<file path="config.mk">
export PLATFORM = sky130hd
export DESIGN_NAME = mpe_operand_streamer_flat
export DESIGN_NICKNAME = d
export VERILOG_FILES = /design/src/rtl/mpe_operand_streamer_if.sv /design/src/rtl/mpe_operand_streamer.sv /design/src/flat_wrapper.sv
export SDC_FILE = /design/constraint.sdc
export NUM_CORES = 2
export LEC_CHECK = 0
export ABC_CLOCK_PERIOD_IN_PS = 9200
export CAP_MARGIN = 40
export CORE_AREA = 4 4 425 427
export DETAILED_ROUTE_END_ITERATION = 7
export DIE_AREA = 0 0 429 431
export SYNTH_ARGS = -nofsm -noshare
export SYNTH_HDL_FRONTEND = slang
export SYNTH_SLANG_ARGS = --single-unit
</file>
<file path="constraint.sdc">
create_clock -name clk -period 9.2 [get_ports clk]
set_input_delay 2.3 -clock clk [delete_from_list [all_inputs] [get_ports clk]]
set_output_delay 2.3 -clock clk [all_outputs]
set_load 0.005 [all_outputs]
</file>
<file path="src/rtl/mpe_operand_streamer_if.sv">
// Operand streamer bundle: command, SRAM read port and PE-facing stream.
// cmd_stride exists only when MPE_STREAM_STRIDE_EN is defined.
interface mpe_operand_streamer_if #(
  parameter int unsigned DATA_W = 512,
  parameter int unsigned ADDR_W = 16,
  parameter int unsigned LEN_W  = 16
);
  logic              cmd_valid;
  logic              cmd_ready;
  logic [ADDR_W-1:0] cmd_addr;
  logic [LEN_W-1:0]  cmd_len;
`ifdef MPE_STREAM_STRIDE_EN
  logic [ADDR_W-1:0] cmd_stride;
`endif
  logic              sram_rd_en;
  logic [ADDR_W-1:0] sram_rd_addr;
  logic [DATA_W-1:0] sram_rd_data;
  logic [DATA_W-1:0] out_data;
  logic              out_valid;
  logic              out_ready;
  logic              busy;
  logic              done;

  modport master (
`ifdef MPE_STREAM_STRIDE_EN
    input  cmd_stride,
`endif
    input  cmd_valid, cmd_addr, cmd_len, sram_rd_data, out_ready,
    output cmd_ready, sram_rd_en, sram_rd_addr, out_data, out_valid, busy, done
  );

  modport slave (
`ifdef MPE_STREAM_STRIDE_EN
    output cmd_stride,
`endif
    output cmd_valid, cmd_addr, cmd_len, sram_rd_data, out_ready,
    input  cmd_ready, sram_rd_en, sram_rd_addr, out_data, out_valid, busy, done
  );
endinterface

</file>
<file path="src/rtl/mpe_operand_streamer.sv">
// Streams a contiguous run of operand SRAM words to the matrix PE through a 2-entry buffer.
// Optional MPE_STREAM_STRIDE_EN adds a per-command address stride (default stride is 1).
module mpe_operand_streamer #(
  parameter int unsigned DATA_W = 512,
  parameter int unsigned ADDR_W = 16,
  parameter int unsigned LEN_W  = 16
) (
  input  logic                  clk,
  input  logic                  rst_n,
  mpe_operand_streamer_if.master io
);

  typedef enum logic [1:0] {
    IDLE  = 2'd0,
    RUN   = 2'd1,
    DRAIN = 2'd2
  } state_t;

  state_t            state_q;
  logic [ADDR_W-1:0] addr_q;
  logic [ADDR_W-1:0] step;
  logic [LEN_W-1:0]  rem_q;
  logic              rd_pend_q;
  logic              busy_q;
  logic              done_q;
  logic [1:0]        count_q;
  logic [DATA_W-1:0] head_q;
  logic [DATA_W-1:0] tail_q;

  logic              accept_c;
  logic              pop_c;
  logic              rd_en_c;
  logic              last_beat_c;
  logic [2:0]        occ_c;

  // A read may issue when the buffer can still absorb it; a pop this cycle frees a slot.
  assign accept_c    = (state_q == IDLE) && io.cmd_valid;
  assign pop_c       = (count_q != 2'd0) && io.out_ready;
  assign occ_c       = 3'(count_q) + 3'(rd_pend_q) - 3'(pop_c);
  assign rd_en_c     = (state_q == RUN) && (occ_c < 3'd2);
  assign last_beat_c = pop_c && (count_q == 2'd1) && !rd_pend_q;

  assign io.cmd_ready    = (state_q == IDLE);
  assign io.sram_rd_en   = rd_en_c;
  assign io.sram_rd_addr = addr_q;
  assign io.out_data     = head_q;
  assign io.out_valid    = (count_q != 2'd0);
  assign io.busy         = busy_q;
  assign io.done         = done_q;

`ifdef MPE_STREAM_STRIDE_EN
  logic [ADDR_W-1:0] stride_q;

  always_ff @(posedge clk or negedge rst_n) begin
    if (!rst_n) begin
      stride_q <= '0;
    end else if (accept_c) begin
      stride_q <= io.cmd_stride;
    end
  end

  assign step = stride_q;
`else
  assign step = ADDR_W'(1);
`endif

  // Command FSM, read address/count and status flags.
  always_ff @(posedge clk or negedge rst_n) begin
    if (!rst_n) begin
      state_q   <= IDLE;
      addr_q    <= '0;
      rem_q     <= '0;
      rd_pend_q <= 1'b0;
      busy_q    <= 1'b0;
      done_q    <= 1'b0;
    end else begin
      done_q    <= 1'b0;
      rd_pend_q <= rd_en_c;
      if (rd_en_c) begin
        addr_q <= addr_q + step;
        rem_q  <= rem_q - LEN_W'(1);
      end
      case (state_q)
        IDLE: begin
          busy_q <= 1'b0;
          if (accept_c) begin
            addr_q <= io.cmd_addr;
            rem_q  <= io.cmd_len;
            busy_q <= 1'b1;
            if (io.cmd_len == '0) begin
              done_q <= 1'b1;
            end else begin
              state_q <= RUN;
            end
          end
        end
        RUN: begin
          if (rd_en_c && (rem_q == LEN_W'(1))) begin
            state_q <= DRAIN;
          end
        end
        DRAIN: begin
          if (last_beat_c) begin
            state_q <= IDLE;
            busy_q  <= 1'b0;
            done_q  <= 1'b1;
          end
        end
        default: state_q <= IDLE;
      endcase
    end
  end

  // Two-entry output buffer; read data lands the cycle after the strobe.
  always_ff @(posedge clk or negedge rst_n) begin
    if (!rst_n) begin
      count_q <= 2'd0;
      head_q  <= '0;
      tail_q  <= '0;
    end else begin
      case ({rd_pend_q, pop_c})
        2'b10: begin
          if (count_q == 2'd0) begin
            head_q <= io.sram_rd_data;
          end else begin
            tail_q <= io.sram_rd_data;
          end
          count_q <= count_q + 2'd1;
        end
        2'b01: begin
          head_q  <= tail_q;
          count_q <= count_q - 2'd1;
        end
        2'b11: begin
          if (count_q == 2'd2) begin
            head_q <= tail_q;
            tail_q <= io.sram_rd_data;
          end else begin
            head_q <= io.sram_rd_data;
          end
        end
        default: ;
      endcase
    end
  end

endmodule

</file>
<file path="src/flat_wrapper.sv">
// flat-port wrapper written by rule: the top's interface ports become plain ports
module mpe_operand_streamer_flat 
#(
  parameter int unsigned DATA_W = 512,
  parameter int unsigned ADDR_W = 16,
  parameter int unsigned LEN_W  = 16
)
  (clk, rst_n, io_cmd_valid, io_cmd_addr, io_cmd_len, io_sram_rd_data, io_out_ready, io_cmd_ready, io_sram_rd_en, io_sram_rd_addr, io_out_data, io_out_valid, io_busy, io_done);
  mpe_operand_streamer_if #(.DATA_W(DATA_W), .ADDR_W(ADDR_W), .LEN_W(LEN_W)) io_i ();
  input  logic clk;
  input  logic rst_n;
  input wire logic [$bits(io_i.cmd_valid)-1:0] io_cmd_valid;
  input wire logic [$bits(io_i.cmd_addr)-1:0] io_cmd_addr;
  input wire logic [$bits(io_i.cmd_len)-1:0] io_cmd_len;
  input wire logic [$bits(io_i.sram_rd_data)-1:0] io_sram_rd_data;
  input wire logic [$bits(io_i.out_ready)-1:0] io_out_ready;
  output wire logic [$bits(io_i.cmd_ready)-1:0] io_cmd_ready;
  output wire logic [$bits(io_i.sram_rd_en)-1:0] io_sram_rd_en;
  output wire logic [$bits(io_i.sram_rd_addr)-1:0] io_sram_rd_addr;
  output wire logic [$bits(io_i.out_data)-1:0] io_out_data;
  output wire logic [$bits(io_i.out_valid)-1:0] io_out_valid;
  output wire logic [$bits(io_i.busy)-1:0] io_busy;
  output wire logic [$bits(io_i.done)-1:0] io_done;
  assign io_i.cmd_valid = io_cmd_valid;
  assign io_i.cmd_addr = io_cmd_addr;
  assign io_i.cmd_len = io_cmd_len;
  assign io_i.sram_rd_data = io_sram_rd_data;
  assign io_i.out_ready = io_out_ready;
  assign io_cmd_ready = io_i.cmd_ready;
  assign io_sram_rd_en = io_i.sram_rd_en;
  assign io_sram_rd_addr = io_i.sram_rd_addr;
  assign io_out_data = io_i.out_data;
  assign io_out_valid = io_i.out_valid;
  assign io_busy = io_i.busy;
  assign io_done = io_i.done;
  mpe_operand_streamer #(.DATA_W(DATA_W), .ADDR_W(ADDR_W), .LEN_W(LEN_W)) u_core (.clk(clk), .rst_n(rst_n), .io(io_i));
endmodule
</file>
# After elaboration in Yosys (flattened, before gate mapping)
# Cells that the tools add are included.
dict set report word_totals {
  elab_cells 75
  output_inout_bits 533
  reg_bits 1063
}
dict set report classes {
  n_reduce_logical 19
  magnitude_cmp 1
  n_addsub 6
  n_eq_ne 15
  mux 25
}
# op n
set op_table {}
lappend op_table {{$mux 512} 4}
lappend op_table {{$pmux 512 s3} 1}
lappend op_table {{$pmux 512 s2} 1}
lappend op_table {{$mux 16} 6}
lappend op_table {{$add 16x1->16 const B} 1}
lappend op_table {{$eq 16x1->1 const B} 1}
lappend op_table {{$logic_not 16->1} 1}
lappend op_table {{$sub 16x1->16 const B} 1}
lappend op_table {{$eq 2x2->1 const B} 4}
lappend op_table {{$mux 2} 4}
lappend op_table {{$ne 2x1->1 const B} 4}
lappend op_table {{$reduce_bool 2->1} 4}
lappend op_table {{$eq 2x1->1 const B} 3}
lappend op_table {{$logic_and 1x1->1} 6}
lappend op_table {{$ne 2x2->1 const B} 3}
lappend op_table {{$pmux 2 s3} 1}
lappend op_table {{$mux 1} 5}
lappend op_table {{$logic_not 2->1} 2}
lappend op_table {{$pmux 1 s2} 2}
lappend op_table {{$pmux 2 s2} 1}
lappend op_table {{$reduce_and 2->1} 2}
lappend op_table {{$reduce_and 4->1} 1}
lappend op_table {{$add 2x1->3} 1}
lappend op_table {{$lt 3x2->1 const B} 1}
lappend op_table {{6 further kinds} 6}

# Depth between registers and ports, before layout
dict set report depth {
  depth_word 8
  mapped_depth 11
  ltp_nobuf 10
}

# Worst setup path after synthesis
# Ideal clock, no wire load.
dict set report synth_timing {
  kind {input port to output port}
  from {in io_out_ready}
  to {out io_sram_rd_en}
  path_slack_ps 2733
  cell_stages 6
  required_time_ps 6900
  path_buffers 0
  t_arrival_ps 4167
  path_cell_list {nor2b_1 ha_1 nand2b_1 fa_1 nand3b_1 nor2_1}
}
dict set report synth_via {
  elab_chain_cells 4
}
# element line_no
set synth_lines {}
lappend synth_lines {{start: declaration} flat_wrapper.sv:16} ;# input wire logic [$bits(io_i.out_ready)-1:0] io_out_ready;
lappend synth_lines {{$logic_and 1x1->1} mpe_operand_streamer.sv:38} ;# assign pop_c = (count_q != 2'd0) && io.out_ready;
lappend synth_lines {{$sub 3x1->3} mpe_operand_streamer.sv:39} ;# assign occ_c = 3'(count_q) + 3'(rd_pend_q) - 3'(pop_c);
lappend synth_lines {{$lt 3x2->1} mpe_operand_streamer.sv:40} ;# assign rd_en_c = (state_q == RUN) && (occ_c < 3'd2);
lappend synth_lines {{$logic_and 1x1->1} mpe_operand_streamer.sv:40}
lappend synth_lines {{end: declaration} flat_wrapper.sv:18} ;# output wire logic [$bits(io_i.sram_rd_en)-1:0] io_sram_rd_en;
# No other way between the ends.

# Final worst setup path
# Ends and elaborated chain as after synthesis.

==> impl_summary.log <==
INFO  metric detailedRoute.firstPassIterationCount = 7
INFO  metric layout-area-overhead-vs-synth = 40.3%
INFO  metric final_nets = between 5000 and 6000
INFO  metric dp.final_hpwl = 117 mm
INFO  metric drive_above_1_share = 0.164
INFO  metric cts_tree = done
INFO  metric postSynthAreaPerCell = about 12 um2
INFO  metric worstMarginPinSlew = 1.16 ns
INFO  metric final.fill_count = roughly 18000
INFO  metric slew-limit-headroom = 0.226
INFO  metric detail_route.wl_per_cell = between 20 and 25 um
INFO  metric io_port_bufs = roughly 1100
INFO  metric timing.critical_path.arrival = between 5 and 6 ns
INFO  metric syn_area = 0.0432 mm2
INFO  metric rsz_0062_raised_after_global_routing = false
INFO  metric cts_setup_buffers = 0
INFO  metric cts_max_level = 3
INFO  metric timing.hold.worst_path_depth = 2
INFO  metric grt_pass1_wl = around 230 mm
INFO  metric grtUsageTotal = 0.170
INFO  metric critical_path.endpoint_type = output pin
INFO  metric place_congestion = 0.914
INFO  metric ys_seq_area_frac = 0.616
INFO  metric placement.cell_area = approximately 0.057 mm2
INFO  metric max_cap_violations = 0
INFO  metric p_total = ~22 mW
INFO  metric post_synth_num_cell_types = 47
INFO  metric min_path_type = register to register
INFO  metric worstReg2RegEnd = u_core.io.out_data[126]
INFO  metric drt_wl_total = 164 mm
INFO  metric setup.worst_path.class = input pin to output pin
INFO  metric fin_worst_skew = around 0.029 ns
INFO  metric design.core.area = between 0.15 and 0.2 mm2
INFO  metric ir_drop = between 0.2 and 0.3 mV
INFO  metric fmaxAchievable = ~120 MHz
INFO  metric synthesis.nets = 4181
INFO  metric antenna_violating_nets_post_route = 0
INFO  metric async_flop_share = 1.00
INFO  metric grt_start_max_net_pins = 183
INFO  metric antenna_violations_before_repair = slightly below 60
INFO  metric ctsRootBufferMaster = sky130_fd_sc_hd__clkbuf_16
INFO  metric final-hold-violation-count = 0
INFO  metric postCtsResizedCells = 0
INFO  metric final_cell_area = roughly 0.061 mm2
INFO  metric setup.worst_path.start_class = input pin
INFO  metric whs_endpoint = u_core.io.out_data[399]
INFO  metric effective_utilization_at_floorplan = 0.245
INFO  metric final_period_minus_worst_setup_slack = 8.13 ns
INFO  metric register_to_register_setup_slack = 5.11 ns
INFO  metric worstPathRequired = 6.90 ns
INFO  metric total_leakage_power = ~25 nW
INFO  metric viasPerCell = between 4 and 5
INFO  metric maximum_number_of_buffers_from_clock_root_to_sink = 3
INFO  metric vias_in_the_first_global_route = between 30000 and 40000
INFO  metric yosysWarnings = 0
INFO  metric die_h = between 400 and 500 um
INFO  metric hp-start = u_core.io.out_data[399]
INFO  metric globalRouteOverflowTotal = 0
INFO  metric final_core_utilization = 0.344
INFO  metric ff2ff_path_depth = 9
INFO  metric cts-buffers-inserted = between 100 and 150
INFO  metric final-setup-viol-count = 0
INFO  metric synthFlopType = sky130_fd_sc_hd__dfrtp_1
INFO  metric ys_ff_latch = approximately 1100
INFO  metric final_min_period_over_clock_period = 0.884
INFO  metric route.vias.total = about 33000
INFO  metric remaining_design_rule_violation_count = 0
INFO  metric syn_inst = ~3600
INFO  metric cellPowerDensity = between 300 and 400 mW/mm2
INFO  metric fin_setup_tns = 0 ns
INFO  metric critical_path_peak_fanout = 9
INFO  metric outcome = finished, final reports clean
INFO  metric cts_num_sinks = 1063
INFO  metric cts_hold_buf = 0
INFO  metric finalMaxSlewViolations = 0
INFO  metric synth-edff-count = 0
INFO  metric clock_latency = 0.76 ns
INFO  metric die_width = 429 um
INFO  metric initialDrtViolationCount = 2658
INFO  metric num_rows = between 150 and 200
INFO  metric die_area = ~0.18 mm2
INFO  metric ioPinCount = around 1100
INFO  metric clk_pin_slew = approximately 0.060 ns
INFO  metric r2r_start = u_core.count_q[1]
-- routing by layer --
| metal | part of all wire | global-route usage | vias to the layer above | routed length [um] |
|---|---|---|---|---|
| met2 | 0.48 | 0.268 | 962 | 77900 |
| met3 | 0.068 | 0.0456 | 254 | 11100 |
| met1 | 0.42 | 0.216 | 16711 | 68200 |
| met5 | 0.00052 | 0 | - | 85 |
| li1 | - | - | 15014 | - |
| met4 | 0.040 | 0.0794 | 14 | 6480 |
-- logic make-up (layout without fill, tap and decap cells) --
family                     Yosys count  count (layout)  synth area share
and+or+nand+nor                    632             632            0.0602
adders and majority gates           10              10           0.00307
AOI/OAI and AO/OA                 1075            1075             0.156
other                                0              42                 0
buffers and inverters              307            1351            0.0271
muxes                              521             521             0.136
DFF                               1063            1063             0.616
xor gates and xnor gates            15              15           0.00304
-- final cells by class --
cell class / instances / area [um2] / area share
Inverter: 11 / 41.3 / 0.000681
Antenna cell: 42 / 105 / 0.00173
Multi-Input combinational cell: 2253 / 15500 / 0.256
Clock inverter: 36 / 413 / 0.00681
Tap cell: 2340 / 2930 / 0.0483
Sequential cell: 1063 / 26600 / 0.439
Clock buffer: 178 / 3590 / 0.0593
Timing Repair Buffer: 1126 / 11500 / 0.189
-- sequential cells by signal, summed over array words and instances (netlist names) --
register	cells
u_core.rem_q	16
u_core.state_q	2
u_core.count_q	2
u_core.rd_pend_q	1
u_core.tail_q	512
u_core.io.busy	1
u_core.io.done	1
u_core.io.out_data	512
u_core.io.sram_rd_addr	16
-- critical path: stages --
cell	delay [ns]
sky130_fd_sc_hd__clkdlybuf4s50_1	0.51
sky130_fd_sc_hd__nor2b_1	0.41
sky130_fd_sc_hd__ha_1	0.36
sky130_fd_sc_hd__nand2b_1	0.19
sky130_fd_sc_hd__fa_1	0.59
sky130_fd_sc_hd__nand3b_1	0.28
sky130_fd_sc_hd__nor2_1	0.57
sky130_fd_sc_hd__clkdlybuf4s50_1	0.62
-- power by group --
group	switching (mW)	internal, mW	total (mW)	leakage [nW]
Combinational	4.63	4.66	9.29	10.4
Clock	2.01	2.86	4.87	1.99
Sequential	1.29	7.01	8.30	12.8
Total	7.93	14.5	22.5	25.2
-- cell usage after synthesis, drive strengths merged, types with 7 or more instances --
| master | count | area [um2] |
|---|---|---|
| nand3 | 7 | 35.0 |
| dfrtp | 1063 | 26600 |
| a22oi | 514 | 3860 |
| o31ai | 7 | 52.6 |
| nor4 | 13 | 87.6 |
| nand2 | 542 | 2030 |
| clkbuf | 285 | 1070 |
| o21ai | 532 | 2660 |
| inv | 11 | 41.3 |
| ha | 9 | 113 |
| nor2 | 19 | 71.3 |
| mux2 | 515 | 5800 |
| xnor2 | 14 | 123 |
| or4 | 11 | 82.6 |
| a31oi | 11 | 68.8 |
| buf | 11 | 60.1 |
-- through the flow --
step | setup WS, ns | hold WS [ns] | std cells
CTS | 1.05 | 0.483 | 7007
global route | 0.897 | 0.499 | 7036
global placement | 1.06 | 0.460 | 6791
finish | 1.07 | 0.474 | 7049
detailed placement | 1.06 | 0.469 | 6793
floorplan | 2.73 | 0.473 | 3623
-- how the worst max path moves through the flow --
stage	startpoint	end	cells past startpoint
6_report	io_out_ready	io_sram_rd_en	8
3_5_place_dp	io_out_ready	io_sram_rd_en	8
3_3_place_gp	io_out_ready	io_sram_rd_en	8
2_1_floorplan	io_out_ready	io_sram_rd_en	6
4_1_cts	io_out_ready	io_sram_rd_en	8
5_1_grt	io_out_ready	io_sram_rd_en	8
-- layout by cell type (no fill, tap or decap), types with 4 or more instances in the layout --
cell / netlist / layout
sky130_fd_sc_hd__a22oi_1: 514 / 514
sky130_fd_sc_hd__a31oi_1: 11 / 11
sky130_fd_sc_hd__buf_12: 0 / 20
sky130_fd_sc_hd__buf_4: 0 / 24
sky130_fd_sc_hd__bufinv_16: 0 / 6
sky130_fd_sc_hd__clkbuf_1: 285 / 24
sky130_fd_sc_hd__clkbuf_16: 0 / 123
sky130_fd_sc_hd__clkbuf_8: 0 / 31
sky130_fd_sc_hd__clkdlybuf4s50_1: 0 / 1079
sky130_fd_sc_hd__clkinv_2: 0 / 20
sky130_fd_sc_hd__dfrtp_1: 1063 / 1063
sky130_fd_sc_hd__diode_2: 0 / 42
sky130_fd_sc_hd__ha_1: 9 / 9
sky130_fd_sc_hd__inv_1: 11 / 11
sky130_fd_sc_hd__mux2_2: 514 / 514
sky130_fd_sc_hd__mux2i_1: 6 / 5
sky130_fd_sc_hd__nand2_1: 542 / 542
sky130_fd_sc_hd__nand3_1: 7 / 7
sky130_fd_sc_hd__nand3b_1: 4 / 4
sky130_fd_sc_hd__nor2_1: 19 / 19
sky130_fd_sc_hd__nor4_1: 12 / 12
sky130_fd_sc_hd__o21ai_0: 531 / 531
sky130_fd_sc_hd__o31ai_1: 7 / 7
sky130_fd_sc_hd__or2_2: 4 / 4
sky130_fd_sc_hd__or3_1: 6 / 6
sky130_fd_sc_hd__or4_1: 11 / 11
sky130_fd_sc_hd__xnor2_1: 14 / 14
(Power assumes the default switching activity.)
